File: src/rtl/gf_pkg.sv
// Shared GF(2^W) constants, FSM state type and the xtime helper used by the
// sequential multiplier.
package gf_pkg;

  localparam logic [7:0] AES_POLY  = 8'h1B;
  localparam logic [3:0] GF16_POLY = 4'h3;
  localparam int         GF_MAX_W  = 32;

  typedef enum logic [1:0] {IDLE, RUN, DONE} gf_state_e;

  // Multiply v by x modulo (x^w + poly); operands are zero-extended to GF_MAX_W.
  function automatic logic [GF_MAX_W-1:0] gf_xtime(
    input logic [GF_MAX_W-1:0] v,
    input logic [GF_MAX_W-1:0] poly,
    input int                  w
  );
    logic [GF_MAX_W-1:0] mask;
    logic [GF_MAX_W-1:0] shl;
    logic                top;
    mask = (w >= GF_MAX_W) ? '1 : ((GF_MAX_W'(1) << w) - GF_MAX_W'(1));
    top  = |(v & (GF_MAX_W'(1) << (w - 1)));
    shl  = (v << 1) & mask;
    return top ? (shl ^ (poly & mask)) : shl;
  endfunction

endpackage

File: src/rtl/gf_horner_step.sv
// One MSB-first Horner step: acc' = xtime(acc) ^ (bbit ? a : 0).
module gf_horner_step
  import gf_pkg::*;
#(
  parameter int             W    = 8,
  parameter logic [W-1:0]   POLY = W'(AES_POLY)
) (
  input  logic [W-1:0] i_acc,
  input  logic [W-1:0] i_a,
  input  logic         i_bbit,
  output logic [W-1:0] o_acc
);

  logic [GF_MAX_W-1:0] w_xt;

  assign w_xt  = gf_xtime(GF_MAX_W'(i_acc), GF_MAX_W'(POLY), W);
  assign o_acc = w_xt[W-1:0] ^ (i_bbit ? i_a : '0);

  // The helper masks to W bits, so the upper bits are always zero.
  generate
    if (W < GF_MAX_W) begin : g_hi
      logic w_unused_hi;
      assign w_unused_hi = |w_xt[GF_MAX_W-1:W];
    end
  endgenerate

endmodule

File: src/rtl/gf_mul_seq.sv
// Iterative GF(2^W) multiplier: DIGIT bits of b per cycle, MSB-first Horner,
// with valid/ready on both sides and back-to-back accept from DONE.
module gf_mul_seq
  import gf_pkg::*;
#(
  parameter int           W     = 8,
  parameter logic [W-1:0] POLY  = W'(AES_POLY),
  parameter int           DIGIT = 1
) (
  input  logic         clk,
  input  logic         rst_n,
  input  logic         in_valid,
  output logic         in_ready,
  input  logic [W-1:0] a,
  input  logic [W-1:0] b,
  output logic         out_valid,
  input  logic         out_ready,
  output logic [W-1:0] res,
  output logic         busy
);

  localparam int STEPS = W / DIGIT;
  localparam int CW    = $clog2(STEPS + 1);

  generate
    if (W < 2 || W > GF_MAX_W || DIGIT < 1 || (W % DIGIT) != 0) begin : g_bad_params
      $error("gf_mul_seq: W must be in [2,%0d] and divisible by DIGIT", GF_MAX_W);
    end
  endgenerate

  gf_state_e     r_state;
  gf_state_e     w_state_next;
  logic [W-1:0]  r_a;
  logic [W-1:0]  r_b;
  logic [W-1:0]  r_acc;
  logic [W-1:0]  r_res;
  logic [CW-1:0] r_count;
  logic          w_accept;
  logic          w_last;
  logic [W-1:0]  w_chain [DIGIT+1];

  // Chain of DIGIT Horner steps; step gi consumes the gi-th remaining MSB of b.
  assign w_chain[0] = r_acc;
  generate
    for (genvar gi = 0; gi < DIGIT; gi++) begin : g_step
      gf_horner_step #(
        .W    (W),
        .POLY (POLY)
      ) u_step (
        .i_acc  (w_chain[gi]),
        .i_a    (r_a),
        .i_bbit (r_b[W-1-gi]),
        .o_acc  (w_chain[gi+1])
      );
    end
  endgenerate

  assign w_last = (r_count == CW'(1));
  assign res    = r_res;

  always_comb begin
    w_state_next = r_state;
    in_ready     = 1'b0;
    out_valid    = 1'b0;
    busy         = 1'b0;
    w_accept     = 1'b0;
    unique case (r_state)
      IDLE: begin
        in_ready = 1'b1;
        w_accept = in_valid;
        if (in_valid) w_state_next = RUN;
      end
      RUN: begin
        busy = 1'b1;
        if (w_last) w_state_next = DONE;
      end
      DONE: begin
        out_valid = 1'b1;
        in_ready  = out_ready;
        w_accept  = in_valid & out_ready;
        if (w_accept)       w_state_next = RUN;
        else if (out_ready) w_state_next = IDLE;
      end
      default: w_state_next = IDLE;
    endcase
  end

  always_ff @(posedge clk or negedge rst_n) begin
    if (!rst_n) r_state <= IDLE;
    else        r_state <= w_state_next;
  end

  // res is a separate register so it survives the acc clear of the next accept.
  always_ff @(posedge clk or negedge rst_n) begin
    if (!rst_n) begin
      r_a     <= '0;
      r_b     <= '0;
      r_acc   <= '0;
      r_res   <= '0;
      r_count <= '0;
    end else if (w_accept) begin
      r_a     <= a;
      r_b     <= b;
      r_acc   <= '0;
      r_count <= CW'(STEPS);
    end else if (r_state == RUN) begin
      r_acc   <= w_chain[DIGIT];
      r_b     <= r_b << DIGIT;
      r_count <= r_count - CW'(1);
      if (w_last) r_res <= w_chain[DIGIT];
    end
  end

endmodule

File: config.mk
export PLATFORM = sky130hd
export DESIGN_NAME = gf_mul_seq
export DESIGN_NICKNAME = d
export VERILOG_FILES = /design/src/rtl/gf_pkg.sv /design/src/rtl/gf_horner_step.sv /design/src/rtl/gf_mul_seq.sv
export SDC_FILE = /design/constraint.sdc
export NUM_CORES = 1
export LEC_CHECK = 0
export CORE_AREA = 2 2 51 77
export DETAILED_ROUTE_END_ITERATION = 10
export DIE_AREA = 0 0 53 79
export PLACE_DENSITY = 0.79
export SETUP_SLACK_MARGIN = 0.5
export SKIP_LAST_GASP = 1
export SLEW_MARGIN = 30
export SYNTH_ARGS = -nofsm -noshare
export SYNTH_HDL_FRONTEND = slang
export SYNTH_SLANG_ARGS = --single-unit
File: constraint.sdc
create_clock -name clk -period 1.9 [get_ports clk]
set_clock_uncertainty 0.1 [all_clocks]
set_input_delay 0.19 -clock clk [delete_from_list [all_inputs] [get_ports clk]]
set_output_delay 0.19 -clock clk [all_outputs]
set_load 0.005 [all_outputs]
==> key figures, run 1 <==
Synth
  • Seq/Total Area, Yosys: 55.2%
  • Mapped Nets: 172
  • Cell count after synthesis: 150
  • Unique cell type count in the Yosys netlist: 31
  • #FFs+latches synth: 38
  • Synthesis Warnings: 0
  • Syn Area/Cell: 11.5 um2
  • Syn Std Cell Area: 1720 um2

Placement
  • Placed Cells: 223
  • Hpwl dp: 2600 um
  • GP Congestion: 0.781
  • I/O Buffers: 30

Finish
  • Post-Layout Cell Count: 254
  • Share of cells above drive strength 1: 35.1%
  • Synth-to-Final Area Change: 46.9%
  • Ant diodes: 0
  • NumNets Final: 232

Clock network
  • Clock Sinks: 38
  • Deepest clock path buffer count: 2
  • Total CTS buffers: 5
  • Clock transition at path regs: 0.08 ns
  • CTS tree: done
  • Root buffer cell: clkbuf_8
  • Worst-Skew Late Latency: 0.29 ns
  • H-tree levels: 2

STA
  • Final Hold Fails: 0
  • Final Cycle Share: 79.9%
  • Max-slew headroom: 68.1%
  • Final setup vio count: 0
  • Worst-Margin Slew: 0.478 ns
  • Min cycle time layout: 1.52 ns
  • RSZ-0062 raised after global routing: true
  • Total negative slack: 0 ns
  • Fmax: 0.659 GHz
  • Final Max Slew Viols: 0

Power
  • P_leak: 1.17 nW
  • P per Cell Area: 1750 nW/um2
  • Max rail drop VDD: 1.06 mV

Global route
  • Pin count of the biggest net entering global routing: 39
  • GR Util All Layers: 23.2%
  • Initial antenna violation count: 0
  • Vias in the first global route: 1,504
  • First-pass GRT wire length: 6950 um
  • Global route overflow: 0

Flow run
  • Maxcap violations: 0

Critical path
  • Max FO, Critical Path: 3
  • Type of origin of the critical path: register
  • Critical Path Max Stage Delay: 0.42 ns
  • Worst setup EP type: register
  • CP Cell Sequence: or3_4, o21ai_2, or3b_1
  • Slowest CP cell: dfrtp_1
  • Register-to-register setup slack: 0.38 ns
  • Req. time, crit path: 1.97 ns
  • Critical setup path kind: register to register
  • Arr. time, crit path: 1.59 ns

Min path
  • Worst hold path type: input port to async pin

Die
  • I/O pin cnt: 31
  • Initial core utilization: 48.5%
  • Row count: 27
  • DIE AREA: 4190 um2
  • Die height: 79 um
  • Core area: 3550 um2
  • DIE WIDTH: 53 um

Detailed routing
  • DRT iter0 DRCs: 53
  • Antenna viol nets, final: 0
  • Final wirelength: 4350 um
  • Routed WL per cell: 17.1 um
  • Drt drc: 0
  • Vias: 1,387
  • Drt pass-1 iters: 5
  • Via/cell ratio: 5.46

Status
  • Status: complete, no violations
[layout by cell type (no fill, tap or decap), types with 3 or more instances in the layout]
master,n
a21oi_1,3
a221o_1,6
a31oi_1,4
and2_1,6
buf_4,18
buf_6,14
clkbuf_8,8
clkdlybuf4s50_1,19
dfrtp_1,35
dfrtp_2,3
dlygate4sd2_1,8
inv_1,4
mux2_2,4
mux2_4,6
mux2i_1,4
nand2_1,18
nand2b_4,3
o22ai_1,6
xnor2_1,7
xor2_1,5
[sequential cells by signal, summed over array words and instances (netlist names)]
signal	count
r_a	8
r_acc	8
r_b	8
r_count	4
r_state	2
res	8
[cell usage after synthesis (all sizes together)]
| master | number | share of area (%) |
|---|---|---|
| a21oi | 5 | 1.5 |
| a221o | 6 | 3.5 |
| a31oi | 4 | 1.5 |
| and2 | 7 | 2.5 |
| buf | 7 | 2.8 |
| clkbuf | 2 | 0.44 |
| dfrtp | 38 | 55 |
| ha | 2 | 1.5 |
| inv | 7 | 1.5 |
| mux2 | 10 | 6.5 |
| mux2i | 4 | 2.3 |
| nand2 | 19 | 4.3 |
| nand2b | 3 | 1.1 |
| nand3 | 2 | 0.58 |
| nand3b | 1 | 0.44 |
| nor2 | 1 | 0.22 |
| nor2b | 2 | 0.73 |
| nor3 | 1 | 0.29 |
| nor3b | 1 | 1.1 |
| o21ai | 4 | 1.2 |
| o21bai | 1 | 0.44 |
| o22ai | 8 | 2.9 |
| o2bb2ai | 1 | 0.51 |
| or3 | 1 | 0.36 |
| or3b | 1 | 0.51 |
| xnor2 | 7 | 3.6 |
| xor2 | 5 | 2.5 |
[report_power, final]
part / leakage, nW / total, mW / switching (mW) / internal (mW)
Clock: 0.0575 / 0.649 / 0.283 / 0.366
Combinational: 0.654 / 2.25 / 0.992 / 1.25
Sequential: 0.459 / 1.53 / 0.314 / 1.22
Total: 1.17 / 4.43 / 1.59 / 2.84
[critical path: cells and delay by family (launching register included)]
family / cells / cell delay (ns)
AO/OA/AOI/OAI: 1 / 0.11
flip-flops: 1 / 0.42
AND/OR/NAND/NOR: 2 / 0.78
[what timing repair did]
| action | CTS | global route |
|---|---|---|
| resized for setup | 42 | 27 |
| hold buffers | 0 | 0 |
| cloned | 1 | 0 |
| setup endpoints to repair | 47 | 32 |
| setup buffers | 16 | 6 |
| pin swaps | 5 | 4 |
| endpoints found under the hold margin | 0 | 0 |
[routing by layer]
layer | vias to the layer above | part of all wire (%) | track usage [%]
met3 | 6 | 4.5 | 5.08
met5 | - | 0 | 0
met4 | 0 | 2.0 | 10.5
met1 | 693 | 40 | 25.6
li1 | 641 | - | -
met2 | 47 | 54 | 40.9
[final cells by class]
class / instances / area [um2]
well taps: 43 / 53.8
fillers: 259 / 1020
clock buffers: 8 / 110
multi-input cells: 97 / 808
inverters: 7 / 28.8
flip-flops and latches: 38 / 955
repair buffers: 61 / 573
[stage by stage]
stage / power (mW) / hold slack (ns) / utilization (%) / setup WS [ns] / cell area [um2]
finish: 4.43 / 0.204 / 71.3 / 0.382 / 2530
global route: 4.73 / 0.252 / 71.3 / 0.324 / 2530
global placement: 3.13 / 0.388 / 58.9 / -0.0471 / 2090
floorplan: 2.60 / -0.206 / - / 0.358 / 1720
detailed placement: 3.21 / 0.399 / 58.9 / -0.103 / 2090
CTS: 4.15 / 0.228 / 67.3 / 0.412 / 2390
[worst paths after layout]
kind / end / cells after the start / startpoint
min reg2reg: r_a[5]$_DFFE_PN0P_ / 1 / r_a[5]$_DFFE_PN0P_
min in group clk: r_state[1]$_DFFE_PN0P_ / 2 / out_ready
max: r_count[3]$_DFFE_PN0P_ / 3 / r_count[1]$_DFFE_PN0P_
min: r_count[3]$_DFFE_PN0P_ / 2 / rst_n
max in group asynchronous: r_count[0]$_DFFE_PN0P_ / 2 / rst_n
max reg2reg: r_count[3]$_DFFE_PN0P_ / 3 / r_count[1]$_DFFE_PN0P_
[cells by family after synthesis]
family	after synthesis	share of synthesized area, %
AND/OR/NAND/NOR	39	12.1
adder cells (fa/ha/maj)	2	1.45
multiplexers	14	8.87
AO/OA/AOI/OAI	29	11.4
flip-flops	38	55.2
XOR/XNOR	12	6.10
buffers and inverters	16	4.80
No activity file was read; power rests on OpenSTA's default activity.
==> run 2: changes to the inputs <==
- clock period: 1.9 -> 1.58 ns (I/O delays scaled with it)
==> run 2 against run 1 <==
Global-route usage is essentially flat. Design area up 5.4%. Worst setup slack worse by 0.33 ns. Core utilization rose by 3.9 points. Final cell count grew 1.6%. Sequential power up 20%. Critical path depth increased by 4. Clock-buffer cell count down 2. Die area stayed put. Clock power rose by 57%. Largest power group unchanged.
==> key figures, run 2 (synthesis results as in run 1) <==
STA
  • Final Hold Fails: 0 (unchanged)
  • Min cycle time layout: 1.53 ns (was 1.52 ns)
  • Final Max Slew Viols: 0 (unchanged)
  • Fmax: 0.654 GHz (was 0.659 GHz)
  • Max-slew headroom: 77.9% (was 68.1%)
  • Final setup vio count: 0 (unchanged)
  • Worst-Margin Slew: 0.329 ns (was 0.478 ns)
  • Final WS setup: 0.0509 ns (was 0.382 ns)
  • Total negative slack: 0 ns (unchanged)
  • RSZ-0062 raised after global routing: true (unchanged)
  • Final Cycle Share: 96.8% (was 79.9%)
  • Fin Hold WS: 0.132 ns (was 0.204 ns)

Clock network
  • Clock Sinks: 38 (unchanged)
  • Total CTS buffers: 5 (unchanged)
  • Root buffer cell: clkbuf_8 (unchanged)
  • H-tree levels: 2 (unchanged)
  • Clock transition at path regs: 0.08 ns (about the same)
  • CTS tree: done (unchanged)
  • Hold-fix buffers, CTS: 0 (unchanged)
  • Deepest clock path buffer count: 2 (unchanged)
  • Worst-Skew Late Latency: 0.29 ns (about the same)

Placement
  • GP Congestion: 0.752 (was 0.781)
  • Placed Area: 2190 um2 (was 2090 um2)
  • Hpwl dp: 2600 um (about the same)
  • Pre-CTS setup slack: -0.127 ns (was -0.103 ns)
  • I/O Buffers: 30 (unchanged)
  • Placed Cells: 228 (was 223)

Critical path
  • FF-to-FF Start: r_state[0]$_DFFE_PN0P_ (was r_count[1]$_DFFE_PN0P_)
  • Worst setup EP type: register (unchanged)
  • Max FO, Critical Path: 6 (was 3)
  • Path depth of the worst reg2reg path: 7 (was 3)
  • Critical Path Max Stage Delay: 0.41 ns (was 0.42 ns)
  • CP bufs+invs: 4 (was 0)
  • Register-to-register setup slack: 0.05 ns (was 0.38 ns)
  • Type of origin of the critical path: register (unchanged)
  • Slowest CP cell: dfrtp_2 (was dfrtp_1)
  • Arr. time, crit path: 1.60 ns (was 1.59 ns)
  • Cell mode on critical path: buf_6
  • Req. time, crit path: 1.65 ns (was 1.97 ns)
  • CP Cell Sequence: buf_6, nand2b_4, buf_12, inv_8, buf_6, and2_4, a221o_1 (was or3_4, o21ai_2, or3b_1)
  • Delay-heaviest family, CP: flip-flops (was simple AND/OR/NAND/NOR gates)
  • FF-to-FF End: r_b[1]$_DFFE_PN0P_ (was r_count[3]$_DFFE_PN0P_)
  • Critical setup path kind: register to register (unchanged)

Global route
  • Initial antenna violation count: 0 (unchanged)
  • First-pass GRT wire length: 6980 um (was 6950 um)
  • GR Util All Layers: 23.2% (about the same)
  • Global route overflow: 0 (unchanged)
  • Vias in the first global route: 1,467 (was 1,504)
  • Pin count of the biggest net entering global routing: 39 (unchanged)

Min path
  • Worst hold path type: input port to async pin (unchanged)

Finish
  • Ant diodes: 0 (unchanged)
  • NumNets Final: 236 (was 232)
  • Area taken by multi-input logic gates: 856 um2 (was 808 um2)
  • # fillers: 227 (was 259)
  • Post-Layout Cell Count: 258 (was 254)
  • Register area: 952 um2 (was 955 um2)
  • Share of cells above drive strength 1: 45.6% (was 35.1%)
  • Layout Utilization: 75.2% (was 71.3%)
  • Fin area: 2670 um2 (was 2530 um2)
  • Most frequent cells in the layout: dfrtp_1 (37), clkdlybuf4s50_1 (19), buf_6 (17) (was dfrtp_1 (35), clkdlybuf4s50_1 (19), nand2_1 (18), buf_4 (18), buf_6 (14))
  • Commonest non-fill, non-tap cell in the layout: dfrtp_1 (unchanged)
  • Synth-to-Final Area Change: 54.9% (was 46.9%)

Die
  • Row count: 27 (unchanged)
  • Core area: 3550 um2 (unchanged)
  • DIE WIDTH: 53 um (unchanged)
  • Initial core utilization: 48.5% (unchanged)
  • I/O pin cnt: 31 (unchanged)
  • Die height: 79 um (unchanged)
  • DIE AREA: 4190 um2 (unchanged)

Flow run
  • Maxcap violations: 0 (unchanged)

Status
  • Status: complete, no violations (unchanged)

Detailed routing
  • DRT iter0 DRCs: 44 (was 53)
  • Drt pass-1 iters: 4 (was 5)
  • Via/cell ratio: 5.57 (was 5.46)
  • Final wirelength: 4540 um (was 4350 um)
  • Antenna viol nets, final: 0 (unchanged)
  • Vias: 1,436 (was 1,387)
  • Drt drc: 0 (unchanged)
  • Routed WL per cell: 17.6 um (was 17.1 um)

Power
  • P per Cell Area: 2280 nW/um2 (was 1750 nW/um2)
  • P_leak: 1.24 nW (was 1.17 nW)
  • Max rail drop VDD: 1.36 mV (was 1.06 mV)
  • Total power: 6.07 mW (was 4.43 mW)
-- run 2: repair_timing --
item	4_1_cts	5_1_grt
gates cloned	2	0
resized for setup	86	15
endpoints found under the setup margin	49	45
hold endpoints to repair	0	0
buffers inserted	12	8
pin swaps	8	3
-- run 2: final cells by class --
class,instances,area share (%)
clock inverter,2,2.25
clock buffer,6,3.10
multi-input combinational,96,32.1
timing repair buffer,66,23.6
tap,43,2.02
sequential,38,35.7
inverter,7,1.27
-- run 2: report_power, final --
| group | switching (mW) | total (mW) | leakage [nW] | internal [mW] |
|---|---|---|---|---|
| Sequential | 0.367 | 1.83 | 0.462 | 1.46 |
| Clock | 0.344 | 1.02 | 0.0714 | 0.673 |
| Combinational | 1.40 | 3.23 | 0.704 | 1.82 |
| Total | 2.11 | 6.07 | 1.24 | 3.96 |
-- run 2: how the worst max path moves through the flow --
stage	from	to	slack (ns)	cells past startpoint
floorplan	r_count[1]$_DFFE_PN0P_	res[7]$_DFFE_PN0P_	0.04	5
global placement	out_ready	r_count[3]$_DFFE_PN0P_	-0.09	5
detailed placement	out_ready	r_count[3]$_DFFE_PN0P_	-0.13	5
CTS	r_state[0]$_DFFE_PN0P_	r_b[5]$_DFFE_PN0P_	0.07	7
global route	r_state[1]$_DFFE_PN0P_	r_count[3]$_DFFE_PN0P_	0.01	5
finish	r_state[0]$_DFFE_PN0P_	r_b[1]$_DFFE_PN0P_	0.05	7
-- run 2: routing by layer --
layer / vias to the layer above / part of all wire [%] / track usage [%]
met5: - / 0 / 0
met1: 723 / 38 / 27.1
met2: 54 / 53 / 39.5
li1: 642 / - / -
met3: 17 / 4.2 / 4.89
met4: 0 / 4.4 / 10.5
==> run 3: changes to the inputs <==
- TNS_END_PERCENT: not set -> 5
==> run 3 against run 2 <==
Global-route usage decreased by 1.3 points. Combinational power decreased by 26%. Sequential share of layout area increased by 4.5 points. Clock-buffer cell count increased by 1. Core utilization decreased by 8.6 points. Worst setup slack got worse by 0.030 ns. Wire length decreased by 13%. Via count decreased by 10%. Sequential power about the same. Total power decreased by 20%. First-iteration DRC count increased by 11%. Design area decreased by 11%.
==> key figures, run 3 (synthesis results as in run 1) <==
Die
  • Row count: 27 (unchanged)
  • Initial core utilization: 48.5% (unchanged)
  • DIE WIDTH: 53 um (unchanged)
  • Core area: 3550 um2 (unchanged)
  • I/O pin cnt: 31 (unchanged)
  • DIE AREA: 4190 um2 (unchanged)
  • Die height: 79 um (unchanged)

Critical path
  • Slowest CP cell: dfrtp_1 (was dfrtp_2)
  • Critical setup path kind: register to register (unchanged)
  • Path depth of the worst reg2reg path: 6 (was 7)
  • Type of origin of the critical path: register (unchanged)
  • CP Cell Sequence: nand2b_1, inv_2, buf_6, buf_6, and2_1, a221o_1 (was buf_6, nand2b_4, buf_12, inv_8, buf_6, and2_4, a221o_1)
  • Max FO, Critical Path: 8 (was 6)
  • Register-to-register setup slack: 0.02 ns (was 0.05 ns)
  • Req. time, crit path: 1.65 ns (about the same)
  • FF-to-FF Start: r_state[0]$_DFFE_PN0P_ (unchanged)
  • Worst setup EP type: register (unchanged)
  • Critical Path Max Stage Delay: 0.44 ns (was 0.41 ns)
  • CP Capture Point: r_b[3]$_DFFE_PN0P_ (was r_b[1]$_DFFE_PN0P_)
  • FF-to-FF End: r_b[3]$_DFFE_PN0P_ (was r_b[1]$_DFFE_PN0P_)
  • Worst Setup SP: r_state[0]$_DFFE_PN0P_ (unchanged)
  • Cell mode on critical path: buf_6 (unchanged)
  • Arr. time, crit path: 1.63 ns (was 1.60 ns)

Finish
  • Share of cells above drive strength 1: 24.6% (was 45.6%)
  • Post-Layout Cell Count: 242 (was 258)
  • Fin area: 2360 um2 (was 2670 um2)
  • Area taken by multi-input logic gates: 729 um2 (was 856 um2)
  • NumNets Final: 220 (was 236)
  • Ant diodes: 0 (unchanged)
  • Register area: 951 um2 (was 952 um2)
  • Layout Utilization: 66.6% (was 75.2%)
  • # fillers: 280 (was 227)
  • Most frequent cells in the layout: dfrtp_1 (38), clkdlybuf4s50_1 (27), nand2_1 (18) (was dfrtp_1 (37), clkdlybuf4s50_1 (19), buf_6 (17))
  • Commonest non-fill, non-tap cell in the layout: dfrtp_1 (unchanged)
  • Synth-to-Final Area Change: 37.2% (was 54.9%)

Power
  • P_leak: 1.06 nW (was 1.24 nW)
  • P per Cell Area: 2070 nW/um2 (was 2280 nW/um2)
  • Max rail drop VDD: 1.33 mV (was 1.36 mV)

Detailed routing
  • Drt drc: 0 (unchanged)
  • Final wirelength: 3940 um (was 4540 um)
  • Drt pass-1 iters: 4 (unchanged)
  • Via/cell ratio: 5.33 (was 5.57)
  • Routed WL per cell: 16.3 um (was 17.6 um)
  • DRT iter0 DRCs: 49 (was 44)
  • Vias: 1,291 (was 1,436)
  • Antenna viol nets, final: 0 (unchanged)

Min path
  • Worst hold path type: input port to async pin (unchanged)

Clock network
  • Deepest clock path buffer count: 2 (unchanged)
  • Hold-fix buffers, CTS: 0 (unchanged)
  • Clock transition at path regs: 0.07 ns (was 0.08 ns)
  • Clock Sinks: 38 (unchanged)
  • Root buffer cell: clkbuf_8 (unchanged)
  • Total CTS buffers: 5 (unchanged)
  • CTS tree: done (unchanged)
  • H-tree levels: 2 (unchanged)
  • Worst-Skew Late Latency: 0.29 ns (about the same)

STA
  • Final Max Slew Viols: 0 (unchanged)
  • Total negative slack: 0 ns (unchanged)
  • Worst-Margin Slew: 0.306 ns (was 0.329 ns)
  • RSZ-0062 raised after global routing: true (unchanged)
  • Final Hold Fails: 0 (unchanged)
  • Fin Hold WS: 0.133 ns (was 0.132 ns)
  • Fmax: 0.641 GHz (was 0.654 GHz)
  • Final setup vio count: 0 (unchanged)
  • Max-slew headroom: 79.6% (was 77.9%)
  • Min cycle time layout: 1.56 ns (was 1.53 ns)
  • Final Cycle Share: 98.7% (was 96.8%)

Placement
  • Placed Cells: 228 (unchanged)
  • Placed Area: 2150 um2 (was 2190 um2)
  • I/O Buffers: 30 (unchanged)
  • GP Congestion: 0.772 (was 0.752)
  • Hpwl dp: 2770 um (was 2600 um)

Global route
  • Global route overflow: 0 (unchanged)
  • Vias in the first global route: 1,441 (was 1,467)
  • Pin count of the biggest net entering global routing: 39 (unchanged)
  • Initial antenna violation count: 0 (unchanged)
  • GR Util All Layers: 21.9% (was 23.2%)
  • First-pass GRT wire length: 6490 um (was 6980 um)

Flow run
  • Maxcap violations: 0 (unchanged)

Status
  • Status: complete, no violations (unchanged)
==> run 3: cell types whose count changed in the layout (fill, tap and decap cells not counted), sizes merged <==
| cell | change |
|---|---|
| clkinv | +1 |
| dlygate4sd2 | +1 |
| buf | -26 |
| clkbuf | +2 |
| clkdlybuf4s50 | +8 |
| bufinv | -2 |
==> run 3: how the worst min path moves through the flow <==
stage | startpoint | to | slack (ns) | cells after the start
after floorplan | rst_n | r_a[0]$_DFFE_PN0P_ | -0.24 | 0
after global placement | r_b[1]$_DFFE_PN0P_ | r_b[1]$_DFFE_PN0P_ | 0.39 | 1
after detailed placement | r_b[1]$_DFFE_PN0P_ | r_b[1]$_DFFE_PN0P_ | 0.39 | 1
after CTS | rst_n | r_state[1]$_DFFE_PN0P_ | 0.14 | 2
after global routing | rst_n | res[4]$_DFFE_PN0P_ | 0.15 | 2
final | rst_n | r_count[3]$_DFFE_PN0P_ | 0.13 | 2
==> run 3: critical path: cells and delay by family, from the launching register on <==
| family | cells | cell delay (ns) |
|---|---|---|
| AOI/OAI and AO/OA | 1 | 0.27 |
| and+or+nand+nor | 2 | 0.29 |
| buffers and inverters | 3 | 0.32 |
| DFF | 1 | 0.44 |
==> run 3: area by class of cell <==
type / count / share of cell area (%)
Clock buffer: 7 / 3.65
Clock inverter: 1 / 0.212
Inverter: 7 / 1.11
Multi-Input combinational cell: 96 / 30.9
Sequential cell: 38 / 40.3
Tap cell: 43 / 2.28
Timing Repair Buffer: 50 / 21.6
==> run 3: power by group <==
part           switching (mW)  total (mW)  internal, mW
Combinational            1.08        2.40          1.32
Sequential              0.344        1.80          1.46
Clock                   0.329       0.680         0.352
Total                    1.75        4.88          3.13
==> run 3: repair_timing <==
| action | 4_1_cts | 5_1_grt |
|---|---|---|
| cloned | 0 | 1 |
| buffers inserted | 3 | 2 |
| endpoints found under the setup margin | 49 | 49 |
| pin swaps | 1 | 0 |
| gates resized for setup | 22 | 3 |
==> run 3: metrics by stage <==
stage               power, mW  worst slack, ns
finish                   4.88           0.0210
global route             5.23          -0.0302
CTS                      4.81           0.0733
detailed placement       3.97           -0.215
global placement         3.83           -0.177
floorplan                3.13           0.0381
==> run 3: layer usage <==
layer	track usage (%)	wire length, um	vias up
met1	22.5	1470	635
met3	6.58	177	7
met4	9.74	74	0
li1	-	-	611
met5	0	0	-
met2	39.3	2220	38
